`src/rtl/seg_chain_controller.sv`:
```
// Serialises one frame MSB-first into a 74HC595-style chain, then pulses the storage latch.
// Start/busy/done handshake; o_data_clock half-period and latch width are parameterised.
module seg_chain_controller #(
  parameter int unsigned DATA_WIDTH   = 16,
  parameter int unsigned CLK_DIV      = 4,
  parameter int unsigned LATCH_CYCLES = 2
) (
  input  logic                  i_clk,
  input  logic                  i_reset_n,
  input  logic [DATA_WIDTH-1:0] i_value,
  input  logic                  i_start,
  output logic                  o_busy,
  output logic                  o_done,
  output logic                  o_data_val,
  output logic                  o_data_clock,
  output logic                  o_latch
);

  localparam int unsigned MaxDiv = (CLK_DIV > LATCH_CYCLES) ? CLK_DIV : LATCH_CYCLES;
  localparam int unsigned CntW   = $clog2(MaxDiv) + 1;
  localparam int unsigned IdxW   = $clog2(DATA_WIDTH) + 1;

  localparam logic [CntW-1:0] DivLast   = CntW'(CLK_DIV - 1);
  localparam logic [CntW-1:0] LatchLast = CntW'(LATCH_CYCLES - 1);
  localparam logic [IdxW-1:0] IdxTop    = IdxW'(DATA_WIDTH - 1);

  typedef enum logic [2:0] {
    StIdle,
    StShiftLo,
    StShiftHi,
    StLatch,
    StDone
  } state_e;

  state_e                state_q, state_d;
  logic [DATA_WIDTH-1:0] shadow_q, shadow_d;
  logic [IdxW-1:0]       idx_q, idx_d;
  logic [CntW-1:0]       cnt_q, cnt_d;

  logic busy_q, busy_d;
  logic done_q, done_d;
  logic data_q, data_d;
  logic sclk_q, sclk_d;
  logic latch_q, latch_d;

  // State register; outputs are registered from next-state so they line up with the state.
  always_ff @(posedge i_clk or negedge i_reset_n) begin
    if (!i_reset_n) begin
      state_q  <= StIdle;
      shadow_q <= '0;
      idx_q    <= '0;
      cnt_q    <= '0;
      busy_q   <= 1'b0;
      done_q   <= 1'b0;
      data_q   <= 1'b0;
      sclk_q   <= 1'b0;
      latch_q  <= 1'b0;
    end else begin
      state_q  <= state_d;
      shadow_q <= shadow_d;
      idx_q    <= idx_d;
      cnt_q    <= cnt_d;
      busy_q   <= busy_d;
      done_q   <= done_d;
      data_q   <= data_d;
      sclk_q   <= sclk_d;
      latch_q  <= latch_d;
    end
  end

  // Next-state logic. The shadow is shifted left per bit, so its MSB is always the bit
  // at the current index.
  always_comb begin
    state_d  = state_q;
    shadow_d = shadow_q;
    idx_d    = idx_q;
    cnt_d    = cnt_q;
    unique case (state_q)
      StIdle, StDone: begin
        cnt_d = '0;
        if (i_start) begin
          shadow_d = i_value;
          idx_d    = IdxTop;
          state_d  = StShiftLo;
        end else begin
          state_d  = StIdle;
        end
      end
      StShiftLo: begin
        if (cnt_q == DivLast) begin
          cnt_d   = '0;
          state_d = StShiftHi;
        end else begin
          cnt_d   = cnt_q + CntW'(1);
        end
      end
      StShiftHi: begin
        if (cnt_q == DivLast) begin
          cnt_d = '0;
          if (idx_q == '0) begin
            state_d = StLatch;
          end else begin
            idx_d    = idx_q - IdxW'(1);
            shadow_d = shadow_q << 1;
            state_d  = StShiftLo;
          end
        end else begin
          cnt_d = cnt_q + CntW'(1);
        end
      end
      StLatch: begin
        if (cnt_q == LatchLast) begin
          cnt_d   = '0;
          state_d = StDone;
        end else begin
          cnt_d   = cnt_q + CntW'(1);
        end
      end
      default: begin
        state_d = StIdle;
        cnt_d   = '0;
      end
    endcase
  end

  always_comb begin
    busy_d  = 1'b0;
    done_d  = 1'b0;
    data_d  = 1'b0;
    sclk_d  = 1'b0;
    latch_d = 1'b0;
    unique case (state_d)
      StShiftLo: begin
        busy_d = 1'b1;
        data_d = shadow_d[DATA_WIDTH-1];
      end
      StShiftHi: begin
        busy_d = 1'b1;
        sclk_d = 1'b1;
        data_d = shadow_d[DATA_WIDTH-1];
      end
      StLatch: begin
        busy_d  = 1'b1;
        latch_d = 1'b1;
      end
      StDone: begin
        done_d = 1'b1;
      end
      default: begin
        busy_d = 1'b0;
      end
    endcase
  end

  assign o_busy       = busy_q;
  assign o_done       = done_q;
  assign o_data_val   = data_q;
  assign o_data_clock = sclk_q;
  assign o_latch      = latch_q;

endmodule
```
`config.mk`:
```
export PLATFORM = sky130hd
export DESIGN_NAME = seg_chain_controller
export DESIGN_NICKNAME = d
export VERILOG_FILES = /design/src/rtl/seg_chain_controller.sv
export SDC_FILE = /design/constraint.sdc
export NUM_CORES = 1
export LEC_CHECK = 0
export CORE_MARGIN = 4
export CORE_UTILIZATION = 49
export DETAILED_ROUTE_END_ITERATION = 7
export PLACE_DENSITY = 0.75
export SYNTH_ARGS = -nofsm -noshare
export SYNTH_HDL_FRONTEND = slang
export SYNTH_SLANG_ARGS = --single-unit
```
`constraint.sdc`:
```
create_clock -name i_clk -period 2 [get_ports i_clk]
set_input_delay 0.6 -clock i_clk [delete_from_list [all_inputs] [get_ports i_clk]]
set_output_delay 0.6 -clock i_clk [all_outputs]
set_load 0.005 [all_outputs]
```
==> flow_summary.yaml <==
logic_synthesis:
  synth_area_leader_cell: "dfrtp_1"
  syn_area_um2: 1740
  synth_fa_ha_area_frac: 0.0503
  yosys.area_share.simple: 0.148
  synth_compound_area_frac: 0.152
  synth_seq_cells: 32
  syn_nets: 171
  avgSynthCellArea_um2: 12.0
  synth_xor_area_frac: 0.00503
  yosysUniqueCellTypes: 43
  ys_seq_area_frac: 0.460
  yosysWarnings: 0
  synth_cells: 145
  yosys-top-cells-area: "dfrtp_1 (46%), mux2_4 (8.6%), a22o_1 (7.0%)"
  synth_top_family_by_area: "compound AO/OA/AOI/OAI gates"
  muxShareOfSynthArea: 0.125
  synth_largest_type_area_fraction: 0.460
finish:
  most-common-layout-cells: "dfrtp_1 (32), clkdlybuf4s50_1 (23), buf_4 (16)"
  fin_util: 0.685
  diodes: 0
  drive_above_1_share: 0.367
  final_common_cell: "dfrtp_1"
  layout.cells.non_filler: 234
  area_growth_pct: 33.3
  nNetsFinal: 213
cts:
  clock_latency_ps: 330
  cts_tree: "built"
  numCtsBuffers: 5
  cts.sinks: 32
  path_clk_slew_ps: 100
  hold_buffers: 0
  clk_root_buffer_cell: "clkbuf_4"
  htreeDepth: 2
  clk_path_buf_depth: 2
drt:
  antenna_left: 0
  avgViaCountPerCell: 5.47
  drc: 0
  first_iter_violations: 53
  routedWlPerCell_um: 15.7
  wirelength_um: 3670
  vias: 1279
  dr.pass1.iters: 4
setup_path:
  required_ps: 2220
  rr_startpoint: "idx_q[0]$_DFFE_PN0P_"
  start_kind: "flip-flop"
  cp_max_fo: 8
  worstPathArrival_ps: 2270
  path_class: "reg2reg"
  cp-end-kind: "flip-flop"
  crit_start: "idx_q[0]$_DFFE_PN0P_"
sta:
  grt_setup_unrepaired: "true"
  fin_worst_skew_ps: 10.7
  finalWorstSetupSlack_ps: -47.3
  worstMarginPinSlew_ps: 399
  finalSetupViolCount: 16
  hold_viol: 0
  relSlewSlack: 0.734
  max_freq_mhz: 488
  period_minus_slack_ps: 2050
  finalCritPeriodShare: 1.02
  report.final.slew_viol_count: 0
global_routing:
  grt_pass1_wl_um: 6250
  track_usage: 0.188
  grt_pass1_vias: 1392
  grt_max_degree: 33
  antenna_found_initial: 0
  grt_remaining_overflow: 0
die:
  die_w_um: 67.6
  die_h_um: 67.6
  pin_count: 24
  core_um2: 3390
  dieArea_um2: 4570
  rows: 21
  start_util: 0.514
run_status:
  violations: "setup timing"
  status: "finished with violations"
pwr:
  internal_power_uw: 1870
  swShare: 0.319
  p_leak_uw: 0.00102
  combPwrFrac: 0.424
  clockPowerShare: 0.202
  pwr-share-seq: 0.374
  power.density_nw_per_um2: 1180
  switchingPower_uw: 874
  ir_worst_vdd_mv: 0.540
run:
  maxCapViolCount: 0
worst_hold_path:
  worstHoldPathType: "reg2reg"
  min-delay-start: "shadow_q[13]$_DFFE_PN0P_"
place:
  place_congestion: 0.797
  hpwl_um: 2590
  io_buffer_count: 23
  place_inst: 223
power groups by stage:
| stage | clock [µW] | sequential [µW] | combinational, µW |
|---|---|---|---|
| after global routing | 594 | 1050 | 1280 |
| after detailed placement | 0 | 1030 | 1050 |
| after global placement | 0 | 1020 | 993 |
| after CTS | 566 | 1020 | 1060 |
| final | 554 | 1030 | 1160 |
| after floorplan | 0 | 982 | 738 |
kinds of logic (layout without fill, tap and decap cells):
logic type,after synthesis,after routing
muxes,16,16
buffers and inverters,18,61
AOI/OAI and AO/OA,31,31
DFF,32,32
xor gates and xnor gates,1,1
and+or+nand+nor,40,40
adders and majority gates,7,7
per-layer routing:
layer,wire length (µm),global-route usage,vias to the layer above
met5,0,0,-
li1,-,-,607
met3,157,0.0532,8
met4,64,0.0861,0
met1,1580,0.212,635
met2,1870,0.324,29
stage by stage:
| step | setup TNS (ps) | instance area [µm²] | worst slack, ps | hold WS, ps | power [µW] |
|---|---|---|---|---|---|
| after floorplan | -648 | 1740 | -64.8 | 304 | 1720 |
| after global placement | -3290 | 2100 | -216 | 493 | 2010 |
| after detailed placement | -4620 | 2100 | -282 | 494 | 2070 |
| after CTS | -1.75 | 2220 | -1.44 | 523 | 2650 |
| after global routing | -1420 | 2320 | -101 | 546 | 2920 |
| final | -454 | 2320 | -47.3 | 521 | 2740 |
registers in the layout (all words and copies together) (netlist names):
signal	cells
o_latch	1
o_done	1
cnt_q	3
o_busy	1
state_q	3
shadow_q	16
o_data_clock	1
o_data_val	1
idx_q	5
critical path, cell delays in order (launching register included):
cell and delay (ps):
dfrtp_1 410, inv_2 80, ha_4 120, or4b_4 490, a32oi_4 280, nor2_4 90, clkbuf_16 170, mux2_4 290
final cells by class:
class,count,area (µm²)
clock buffers,7,65.1
fillers,252,1070
clock inverters,1,30.0
flip-flops and latches,32,801
repair buffers,43,427
multi-input cells,95,903
well taps,46,57.6
inverters,10,37.5
final timing paths:
path / to / slack, ps / depth (start not counted)
worst min register to register: shadow_q[13]$_DFFE_PN0P_ / 520 / 1
worst max register to register: shadow_q[14]$_DFFE_PN0P_ / -50 / 7
worst max-delay path: shadow_q[14]$_DFFE_PN0P_ / -50 / 7
min in group asynchronous: idx_q[2]$_DFFE_PN0P_ / 650 / 2
max in group asynchronous: o_busy$_DFF_PN0_ / 1050 / 2
worst min-delay path: shadow_q[13]$_DFFE_PN0P_ / 520 / 1
Yosys cell counts (all sizes together):
cell type / count
inv: 10
a22o: 14
clkbuf: 3
nor2: 5
nor2b: 2
a32oi: 1
o31ai: 3
nand2b: 2
a21o: 1
a21boi: 1
dfrtp: 32
nand2: 8
nor4: 1
or3: 3
nand3: 2
o21ai: 3
buf: 5
nor4bb: 1
o31a: 1
nor3: 3
or4: 2
nand3b: 2
o221ai: 1
and3: 2
o2111ai: 1
or4b: 1
and2b: 1
xnor2: 1
a41oi: 1
a21oi: 3
nor3b: 2
o211a: 1
ha: 7
or3b: 3
mux2: 16
what timing repair did:
action	CTS	global route
hold endpoints to repair	0	0
pin swaps	2	4
gates resized for setup	7	12
gates cloned	0	1
setup buffers	1	1
endpoints found under the setup margin	18	20
Note: power is estimated with default switching activity, not from simulation.
